--- src/rtl/vga_pkg.sv ---
// Shared constants, motion state type and bounce helper
// for the VGA box renderer.
package vga_pkg;

    localparam int unsigned H_ACTIVE  = 640;
    localparam int unsigned V_ACTIVE  = 480;
    localparam int unsigned BOX_SIZE  = 32;
    localparam logic [7:0]  BOX_COLOR = 8'hE0;
    localparam logic [7:0]  BG_COLOR  = 8'h03;

    typedef enum logic {
        RUN  = 1'b0,
        HOLD = 1'b1
    } motion_state_e;

    // One step along an axis; returns {dir, pos}.
    // Reflection happens on the limit itself, so the box never wraps.
    function automatic logic [10:0] bounce_step(
        input logic [9:0] pos,
        input logic       dir,
        input logic [9:0] lim
    );
        logic [10:0] r;
        if (dir && pos >= lim) begin
            r = {1'b0, pos - 10'd1};
        end else if (!dir && pos == 10'd0) begin
            r = {1'b1, 10'd1};
        end else if (dir) begin
            r = {1'b1, pos + 10'd1};
        end else begin
            r = {1'b0, pos - 10'd1};
        end
        return r;
    endfunction

endpackage

--- src/rtl/vga_box_renderer_if.sv ---
// Beam position and sync bus coming from the VGA timing
// controller into the renderer.
interface vga_box_renderer_if;

    logic [9:0] X_Axis;
    logic [9:0] Y_Axis;
    logic       H_SYNC;
    logic       V_SYNC;

    modport master (
        output X_Axis,
        output Y_Axis,
        output H_SYNC,
        output V_SYNC
    );

    modport slave (
        input X_Axis,
        input Y_Axis,
        input H_SYNC,
        input V_SYNC
    );

endinterface

--- src/rtl/vga_box_motion.sv ---
// Box position/direction FSM: steps the box one pixel per
// frame tick while running, bouncing off the active-area edges.
module vga_box_motion
    import vga_pkg::*;
#(
    parameter logic [9:0] MAX_X = 10'd608,
    parameter logic [9:0] MAX_Y = 10'd448,
    parameter logic [9:0] RST_X = 10'd304,
    parameter logic [9:0] RST_Y = 10'd224
) (
    input  logic       clk,
    input  logic       rst,
    input  logic       Frame_Tick,
    input  logic       Pause,
    output logic [9:0] Box_X,
    output logic [9:0] Box_Y
);

    motion_state_e state_q, state_d;
    logic [9:0]    box_x_q, box_x_d;
    logic [9:0]    box_y_q, box_y_d;
    logic          dir_x_q, dir_x_d;
    logic          dir_y_q, dir_y_d;
    logic          move;
    logic [10:0]   step_x;
    logic [10:0]   step_y;

    // Next state and position; a tick that coincides with Pause
    // is ignored even if the state register still reads RUN.
    always_comb begin
        state_d = Pause ? HOLD : RUN;
        box_x_d = box_x_q;
        box_y_d = box_y_q;
        dir_x_d = dir_x_q;
        dir_y_d = dir_y_q;
        move    = Frame_Tick && (state_q == RUN) && !Pause;
        step_x  = bounce_step(box_x_q, dir_x_q, MAX_X);
        step_y  = bounce_step(box_y_q, dir_y_q, MAX_Y);
        if (move) begin
            {dir_x_d, box_x_d} = step_x;
            {dir_y_d, box_y_d} = step_y;
        end
    end

    // State, position and direction registers.
    always_ff @(posedge clk) begin
        if (rst) begin
            state_q <= RUN;
            box_x_q <= RST_X;
            box_y_q <= RST_Y;
            dir_x_q <= 1'b1;
            dir_y_q <= 1'b1;
        end else begin
            state_q <= state_d;
            box_x_q <= box_x_d;
            box_y_q <= box_y_d;
            dir_x_q <= dir_x_d;
            dir_y_q <= dir_y_d;
        end
    end

    assign Box_X = box_x_q;
    assign Box_Y = box_y_q;

endmodule

--- src/rtl/vga_box_renderer.sv ---
// Bouncing-box pixel generator: one-clock registered colour
// and delayed syncs, plus a frame tick from falling V_SYNC.
module vga_box_renderer #(
    parameter int unsigned H_ACTIVE  = vga_pkg::H_ACTIVE,
    parameter int unsigned V_ACTIVE  = vga_pkg::V_ACTIVE,
    parameter int unsigned BOX_SIZE  = vga_pkg::BOX_SIZE,
    parameter logic [7:0]  BOX_COLOR = vga_pkg::BOX_COLOR,
    parameter logic [7:0]  BG_COLOR  = vga_pkg::BG_COLOR
) (
    input  logic                clk,
    input  logic                rst,
    vga_box_renderer_if.slave   vga,
    input  logic                Pause,
    output logic [7:0]          RGB,
    output logic                H_SYNC_OUT,
    output logic                V_SYNC_OUT,
    output logic                Frame_Tick
);

    localparam logic [9:0]  H_LIM = 10'(H_ACTIVE);
    localparam logic [9:0]  V_LIM = 10'(V_ACTIVE);
    localparam logic [10:0] BOX_W = 11'(BOX_SIZE);
    localparam logic [9:0]  MAX_X = 10'(H_ACTIVE - BOX_SIZE);
    localparam logic [9:0]  MAX_Y = 10'(V_ACTIVE - BOX_SIZE);
    localparam logic [9:0]  RST_X = 10'((H_ACTIVE - BOX_SIZE) / 2);
    localparam logic [9:0]  RST_Y = 10'((V_ACTIVE - BOX_SIZE) / 2);

    logic [7:0] rgb_q, rgb_d;
    logic       hs_q, hs_d;
    logic       vs_q, vs_d;
    logic       tick_q, tick_d;
    logic [9:0] box_x;
    logic [9:0] box_y;
    logic       vis;
    logic       hit_x;
    logic       hit_y;

    vga_box_motion #(
        .MAX_X (MAX_X),
        .MAX_Y (MAX_Y),
        .RST_X (RST_X),
        .RST_Y (RST_Y)
    ) u_motion (
        .clk        (clk),
        .rst        (rst),
        .Frame_Tick (tick_q),
        .Pause      (Pause),
        .Box_X      (box_x),
        .Box_Y      (box_y)
    );

    // Pixel colour, sync delay and V_SYNC falling-edge detect.
    always_comb begin
        vis    = (vga.X_Axis < H_LIM) && (vga.Y_Axis < V_LIM);
        hit_x  = (vga.X_Axis >= box_x)
              && ({1'b0, vga.X_Axis} < ({1'b0, box_x} + BOX_W));
        hit_y  = (vga.Y_Axis >= box_y)
              && ({1'b0, vga.Y_Axis} < ({1'b0, box_y} + BOX_W));
        rgb_d  = 8'h00;
        if (vis) begin
            rgb_d = (hit_x && hit_y) ? BOX_COLOR : BG_COLOR;
        end
        hs_d   = vga.H_SYNC;
        vs_d   = vga.V_SYNC;
        tick_d = vs_q && !vga.V_SYNC;
    end

    // Output registers; vs_q doubles as the previous-V_SYNC copy.
    always_ff @(posedge clk) begin
        if (rst) begin
            rgb_q  <= 8'h00;
            hs_q   <= 1'b1;
            vs_q   <= 1'b1;
            tick_q <= 1'b0;
        end else begin
            rgb_q  <= rgb_d;
            hs_q   <= hs_d;
            vs_q   <= vs_d;
            tick_q <= tick_d;
        end
    end

    assign RGB        = rgb_q;
    assign H_SYNC_OUT = hs_q;
    assign V_SYNC_OUT = vs_q;
    assign Frame_Tick = tick_q;

endmodule

--- src/flat_wrapper.sv ---
// flat-port wrapper written by rule: the top's interface ports become plain ports
module vga_box_renderer_flat 
#(
    parameter int unsigned H_ACTIVE  = vga_pkg::H_ACTIVE,
    parameter int unsigned V_ACTIVE  = vga_pkg::V_ACTIVE,
    parameter int unsigned BOX_SIZE  = vga_pkg::BOX_SIZE,
    parameter logic [7:0]  BOX_COLOR = vga_pkg::BOX_COLOR,
    parameter logic [7:0]  BG_COLOR  = vga_pkg::BG_COLOR
)
  (clk, rst, Pause, RGB, H_SYNC_OUT, V_SYNC_OUT, Frame_Tick, vga_X_Axis, vga_Y_Axis, vga_H_SYNC, vga_V_SYNC);
  vga_box_renderer_if vga_i ();
  input  logic clk;
  input  logic rst;
  input  logic Pause;
  output logic [7:0] RGB;
  output logic H_SYNC_OUT;
  output logic V_SYNC_OUT;
  output logic Frame_Tick;
  input wire logic [$bits(vga_i.X_Axis)-1:0] vga_X_Axis;
  input wire logic [$bits(vga_i.Y_Axis)-1:0] vga_Y_Axis;
  input wire logic [$bits(vga_i.H_SYNC)-1:0] vga_H_SYNC;
  input wire logic [$bits(vga_i.V_SYNC)-1:0] vga_V_SYNC;
  assign vga_i.X_Axis = vga_X_Axis;
  assign vga_i.Y_Axis = vga_Y_Axis;
  assign vga_i.H_SYNC = vga_H_SYNC;
  assign vga_i.V_SYNC = vga_V_SYNC;
  vga_box_renderer #(.H_ACTIVE(H_ACTIVE), .V_ACTIVE(V_ACTIVE), .BOX_SIZE(BOX_SIZE), .BOX_COLOR(BOX_COLOR), .BG_COLOR(BG_COLOR)) u_core (.clk(clk), .rst(rst), .vga(vga_i), .Pause(Pause), .RGB(RGB), .H_SYNC_OUT(H_SYNC_OUT), .V_SYNC_OUT(V_SYNC_OUT), .Frame_Tick(Frame_Tick));
endmodule
--- config.mk ---
export PLATFORM = sky130hd
export DESIGN_NAME = vga_box_renderer_flat
export DESIGN_NICKNAME = d
export VERILOG_FILES = /design/src/rtl/vga_pkg.sv /design/src/rtl/vga_box_renderer_if.sv /design/src/rtl/vga_box_motion.sv /design/src/rtl/vga_box_renderer.sv /design/src/flat_wrapper.sv
export SDC_FILE = /design/constraint.sdc
export NUM_CORES = 1
export LEC_CHECK = 0
export BUFFER_PORTS_ARGS = -buffer_cell sky130_fd_sc_hd__buf_4
export CORE_ASPECT_RATIO = 1.75
export CORE_MARGIN = 8
export CORE_UTILIZATION = 25
export DETAILED_ROUTE_END_ITERATION = 16
export GPL_ROUTABILITY_DRIVEN = 0
export PLACE_DENSITY = 0.52
export SLEW_MARGIN = 10
export SYNTH_ARGS = -nofsm -noshare
export SYNTH_HDL_FRONTEND = slang
export SYNTH_SLANG_ARGS = --single-unit
--- constraint.sdc ---
create_clock -name clk -period 3.5 [get_ports clk]
set_clock_uncertainty 0.1 [all_clocks]
set_input_delay 0.175 -clock clk [delete_from_list [all_inputs] [get_ports clk]]
set_output_delay 0.175 -clock clk [all_outputs]
set_load 0.005 [all_outputs]
[Word-level counts from Yosys, hierarchy flattened]
Index checks and enable logic that the tools add are counted.
Cells by class
  $add $sub $neg: 6
  $lt $le $gt $ge: 8
  multiplexer cells: 8
  bitwise operators: 2
  reduce and logical (&&, ||, !) cells: 18
Operator list (number)
  $mux 11: 6
  $add 10x6->11 const B: 2
  $lt 10x11->1: 2
  $add 10x1->10 const B: 2
  $ge 10x10->1: 2
  $logic_not 10->1: 2
  $sub 10x1->10 const B: 2
  $logic_and 1x1->1: 11
  $ge 10x10->1 const B: 1
  $ge 10x9->1 const B: 1
  $lt 10x10->1 const B: 1
  $lt 10x9->1 const B: 1
  $mux 8: 1
  $logic_not 1->1: 4
  $not 1->1: 2
  $reduce_or 2->1: 1
  $mux 1: 1
Storage, ports and cells
  flip-flop bits (word level): 34
  input port bits: 25
  logic and storage cells: 51

[Longest topological paths before layout]
  depth after elaboration: 5
  gate-level depth with buffers: 10
  depth with buffers taken out: 9

[Modules after synthesis]
From an unflattened synthesis, not the netlist that was laid out.
Second synthesis, totals
  cells, all modules: 390
  area total of the unflattened synthesis: 3000.4 µm²
Modules (own cells, without submodules)
  vga_box_motion: instances 1, cells each 252, area each 1904.3 µm²
  vga_box_renderer: instances 1, cells each 138, area each 1096.1 µm²

[Worst setup path after synthesis]
No wires, ideal clock.
  path kind: register to register
  from: reg u_core.u_motion.box_y_q[6], in the netlist u_core.u_motion.Box_Y[6]
  to: reg u_core.rgb_q[1], in the netlist u_core.RGB[1]
  library setup time: 0.120 ns
  data arrival time: 2.383 ns
  required time: 3.280 ns
  path slack: 0.897 ns
  stages on the path, launching flop included: 11
  buffers on the path: 1
  cells stage by stage: dfxtp_1 > clkbuf_1 > inv_1 > ha_1 > inv_1 > ha_1 > a21o_1 > a21o_1 > a211o_1 > a221o_1 > o31a_1
Between the ends
  cells in the longest elaborated chain, start to end: 5
  elaborated cells on any way between the ends: 6
RTL lines
  start: declaration: line vga_box_motion.sv:21  | logic [9:0] box_y_q, box_y_d;
  start signal: assignment: line vga_box_motion.sv:56  | box_y_q <= box_y_d;
  $add 10x6->11: line vga_box_renderer.sv:58  | && ({1'b0, vga.Y_Axis} < ({1'b0, box_y} + BOX_W));
  $lt 10x11->1: line vga_box_renderer.sv:58
  $logic_and 1x1->1 (*): line vga_box_renderer.sv:58
  $logic_and 1x1->1 (*): line vga_box_renderer.sv:61  | rgb_d = (hit_x && hit_y) ? BOX_COLOR : BG_COLOR;
  $mux 8 (*): line vga_box_renderer.sv:61
  end signal: assignment: line vga_box_renderer.sv:76  | rgb_q <= rgb_d;
  end: declaration: line vga_box_renderer.sv:28  | logic [7:0] rgb_q, rgb_d;
Every way passes the cells marked *; elsewhere a longest branch is shown, timed or not.
A chain may end at the register's enable or synchronous reset.

[Worst setup path in the final report]
Same ends and word-level chain as after synthesis.

==> flow_metrics.env <==
export IMPL_die_height_um=159
export IMPL_vias=2914
export IMPL_maxSlewViolCount=0
export IMPL_start_kind="flip-flop"
export IMPL_synth_largest_area_cell="dfxtp_1"
export IMPL_core_area_mm2=0.0115
export IMPL_root_buffer="clkbuf_16"
export IMPL_synthTopCellsByArea="dfxtp_1 19%, ha_1 17%, inv_1 3.9%"
export IMPL_area_delta_synth_final_pct=12.9
export IMPL_synth_edf_count=0
export IMPL_p_comb_share_pct=20.9
export IMPL_clock_sinks=28
export IMPL_finalCriticalPeriod_ns=2.69
export IMPL_place_port_buffers=32
export IMPL_viasPerCell=5.59
export IMPL_grt_usage_pct=11.4
export IMPL_ir_worst_vdd_v=0.000171
export IMPL_clk_pin_slew_ns=0.08
export IMPL_final_common_cell="ha_1"
export IMPL_fin_tns_setup_ns=0
export IMPL_syn_area_mm2=0.00292
export IMPL_max_clock_freq_mhz=372
export IMPL_synthFlopType="dfxtp_1"
export IMPL_total_power_mw=0.884
export IMPL_drive_gt1_share_pct=12.7
export IMPL_postCtsSetupBuffers=0
export IMPL_grt_pass1_vias=2974
export IMPL_p_sw_share_pct=27.2
export IMPL_synthArstFlopShare_pct=0
export IMPL_p_int_mw=0.644
export IMPL_min_path_type="input pin to flip-flop"
export IMPL_die_area_mm2=0.0155
export IMPL_final_nets=452
export IMPL_required_ns=3.56
export IMPL_max_cap_violations=0
export IMPL_avgSynthCellArea_um2=7.76
export IMPL_routedWlPerCell_um=17.4
export IMPL_drc=0
export IMPL_start_util_pct=25.5
export IMPL_maxSlewHeadroom_pct=41.2
export IMPL_worstPathArrival_ns=2.75
export IMPL_worst_skew_pair_late_latency_ns=0.28
export IMPL_power_switching_mw=0.240
export IMPL_seqPwrFrac_pct=38.8
export IMPL_synth_top_cell_area_share_pct=19.2
export IMPL_cts_buffers=3
export IMPL_fin_crit_sh_pct=76.8
export IMPL_finalHoldViolations=0
export IMPL_final_cell_mix="40 x ha_1, 32 x buf_4, 30 x inv_1, 28 x dfxtp_1, 26 x nor2_1"
export IMPL_worst_slew_pin_transition_ns=0.880
export IMPL_seqCellArea_um2=561
export IMPL_grt_overflow=0
export IMPL_p_per_area_mw_per_mm2=268
export IMPL_drt_initial_drc_count=131
export IMPL_grt_max_degree=25
export IMPL_grt_pass1_wl_um=14700
export IMPL_critPathKind="flip-flop to flip-flop"
export IMPL_rows=52
export IMPL_antenna_found_initial=0
export IMPL_synth_cell_types=64
export IMPL_pwr_share_clk_pct=40.3
export IMPL_ys_ff_latch=28
export IMPL_cts_resized=0
export IMPL_h_tree_depth=1
export IMPL_clockBufferDepth=2
export IMPL_multi_input_area_mm2=0.00209
export IMPL_yosys_warnings=0
export IMPL_fp_dieW_um=97.7
export IMPL_end_kind="flip-flop"
export IMPL_worstPathMaxFanout=9
export IMPL_rsz0062_at_grt="no"
export IMPL_firstDrtPassIters=4
export IMPL_p_leak_nw=1.33
export IMPL_io_pins=36
export IMPL_outcome="complete, no violations"
export IMPL_setup_viol=0
export IMPL_ant_nets=0
export IMPL_synth_seq_area_share_pct=19.2
export IMPL_antenna_cells=0
export IMPL_fillCellCount=1251
export IMPL_synthCells=376
export IMPL_hpwl_um=7200
export IMPL_routed_wl_um=9050
export IMPL_postCtsHoldBufs=2
export IMPL_cts_tree="yes"
final timing paths:
kind                                  from                       to  slack, ns  depth (start not counted)
setup reg to reg  u_core.u_motion.Box_Y[6]            u_core.RGB[1]       0.81                          9
setup / recovery  u_core.u_motion.Box_Y[6]            u_core.RGB[1]       0.81                          9
hold / removal                       Pause  u_core.u_motion.state_q       0.02                          2
hold reg to reg          u_core.V_SYNC_OUT        u_core.Frame_Tick       0.33                          2
state kept, by name (all words and copies together), names as in the netlist:
name                     cells
u_core.Frame_Tick            1
u_core.H_SYNC_OUT            1
u_core.RGB                   2
u_core.V_SYNC_OUT            1
u_core.u_motion.Box_X       10
u_core.u_motion.Box_Y       10
u_core.u_motion.dir_x_q      1
u_core.u_motion.dir_y_q      1
u_core.u_motion.state_q      1
synth_stat cells (3+ instances only):
cell	n
ha_1	40
inv_1	30
dfxtp_1	28
nor2_1	26
a21oi_1	21
nand2_1	21
clkbuf_1	19
o21ai_0	18
nand3_1	14
xnor2_1	11
a211oi_1	10
nor3_1	10
a31oi_1	8
buf_4	7
nand4_1	7
and2_1	6
o211ai_1	6
a21o_1	5
o21a_1	5
and3_1	4
and4_1	4
nor2b_1	4
o22ai_1	4
o31ai_1	4
or2_2	4
a221oi_1	3
a32oi_1	3
a41oi_1	3
nor4_1	3
o221ai_1	3
o311ai_0	3
or3_1	3
worst max-delay path: stages, from the launching register on:
cell     delay (ns)
dfxtp_1        0.50
inv_1          0.11
ha_1           0.29
inv_1          0.04
ha_1           0.28
a21o_1         0.19
a21o_1         0.17
a211o_1        0.29
a221o_1        0.37
o31a_1         0.24
cell families (layout without fill, tap and decap cells):
group	after synthesis	in the layout	synth area share, %
AOI/OAI and AO/OA	118	118	28.8
and+or+nand+nor	116	116	21.2
buffers and inverters	60	68	9.56
adders and majority gates	40	40	17.1
DFF	28	28	19.2
xor gates and xnor gates	12	12	3.60
other	1	3	0.128
muxes	1	1	0.343
stage by stage:
step	cells	instance area (um2)	setup slack [ns]	hold slack (ns)	util, %
6_report	521	3290	0.811	0.0212	28.8
3_5_place_dp	515	3170	0.823	0.264	27.7
3_3_place_gp	515	3170	0.911	0.260	27.7
2_1_floorplan	378	2930	0.897	0.179	-
5_1_grt	521	3290	0.630	0.0390	28.8
4_1_cts	521	3290	0.808	0.0182	28.8
final cells by class:
cell class | instances | share of cell area [%]
Clock inverter | 1 | 0.912
Clock buffer | 3 | 2.28
Tap cell | 135 | 5.13
Sequential cell | 28 | 17.0
Timing Repair Buffer | 34 | 7.90
Inverter | 30 | 3.42
Multi-Input combinational cell | 290 | 63.3
metal layers:
| metal | vias to the layer above | share of wire (%) | global-route usage (%) |
|---|---|---|---|
| li1 | 1427 | - | - |
| met1 | 1381 | 35 | 11.1 |
| met2 | 84 | 58 | 22.5 |
| met3 | 22 | 3.0 | 0.869 |
| met4 | 0 | 3.3 | 6.58 |
| met5 | - | 0 | 0 |
power groups by stage:
stage / registers (mW) / logic, mW / clock network (mW)
global route: 0.345 / 0.210 / 0.380
global placement: 0.350 / 0.181 / 0
finish: 0.343 / 0.185 / 0.356
CTS: 0.343 / 0.187 / 0.366
floorplan: 0.341 / 0.128 / 0
detailed placement: 0.350 / 0.184 / 0
Power figures use the tool's default switching activity.
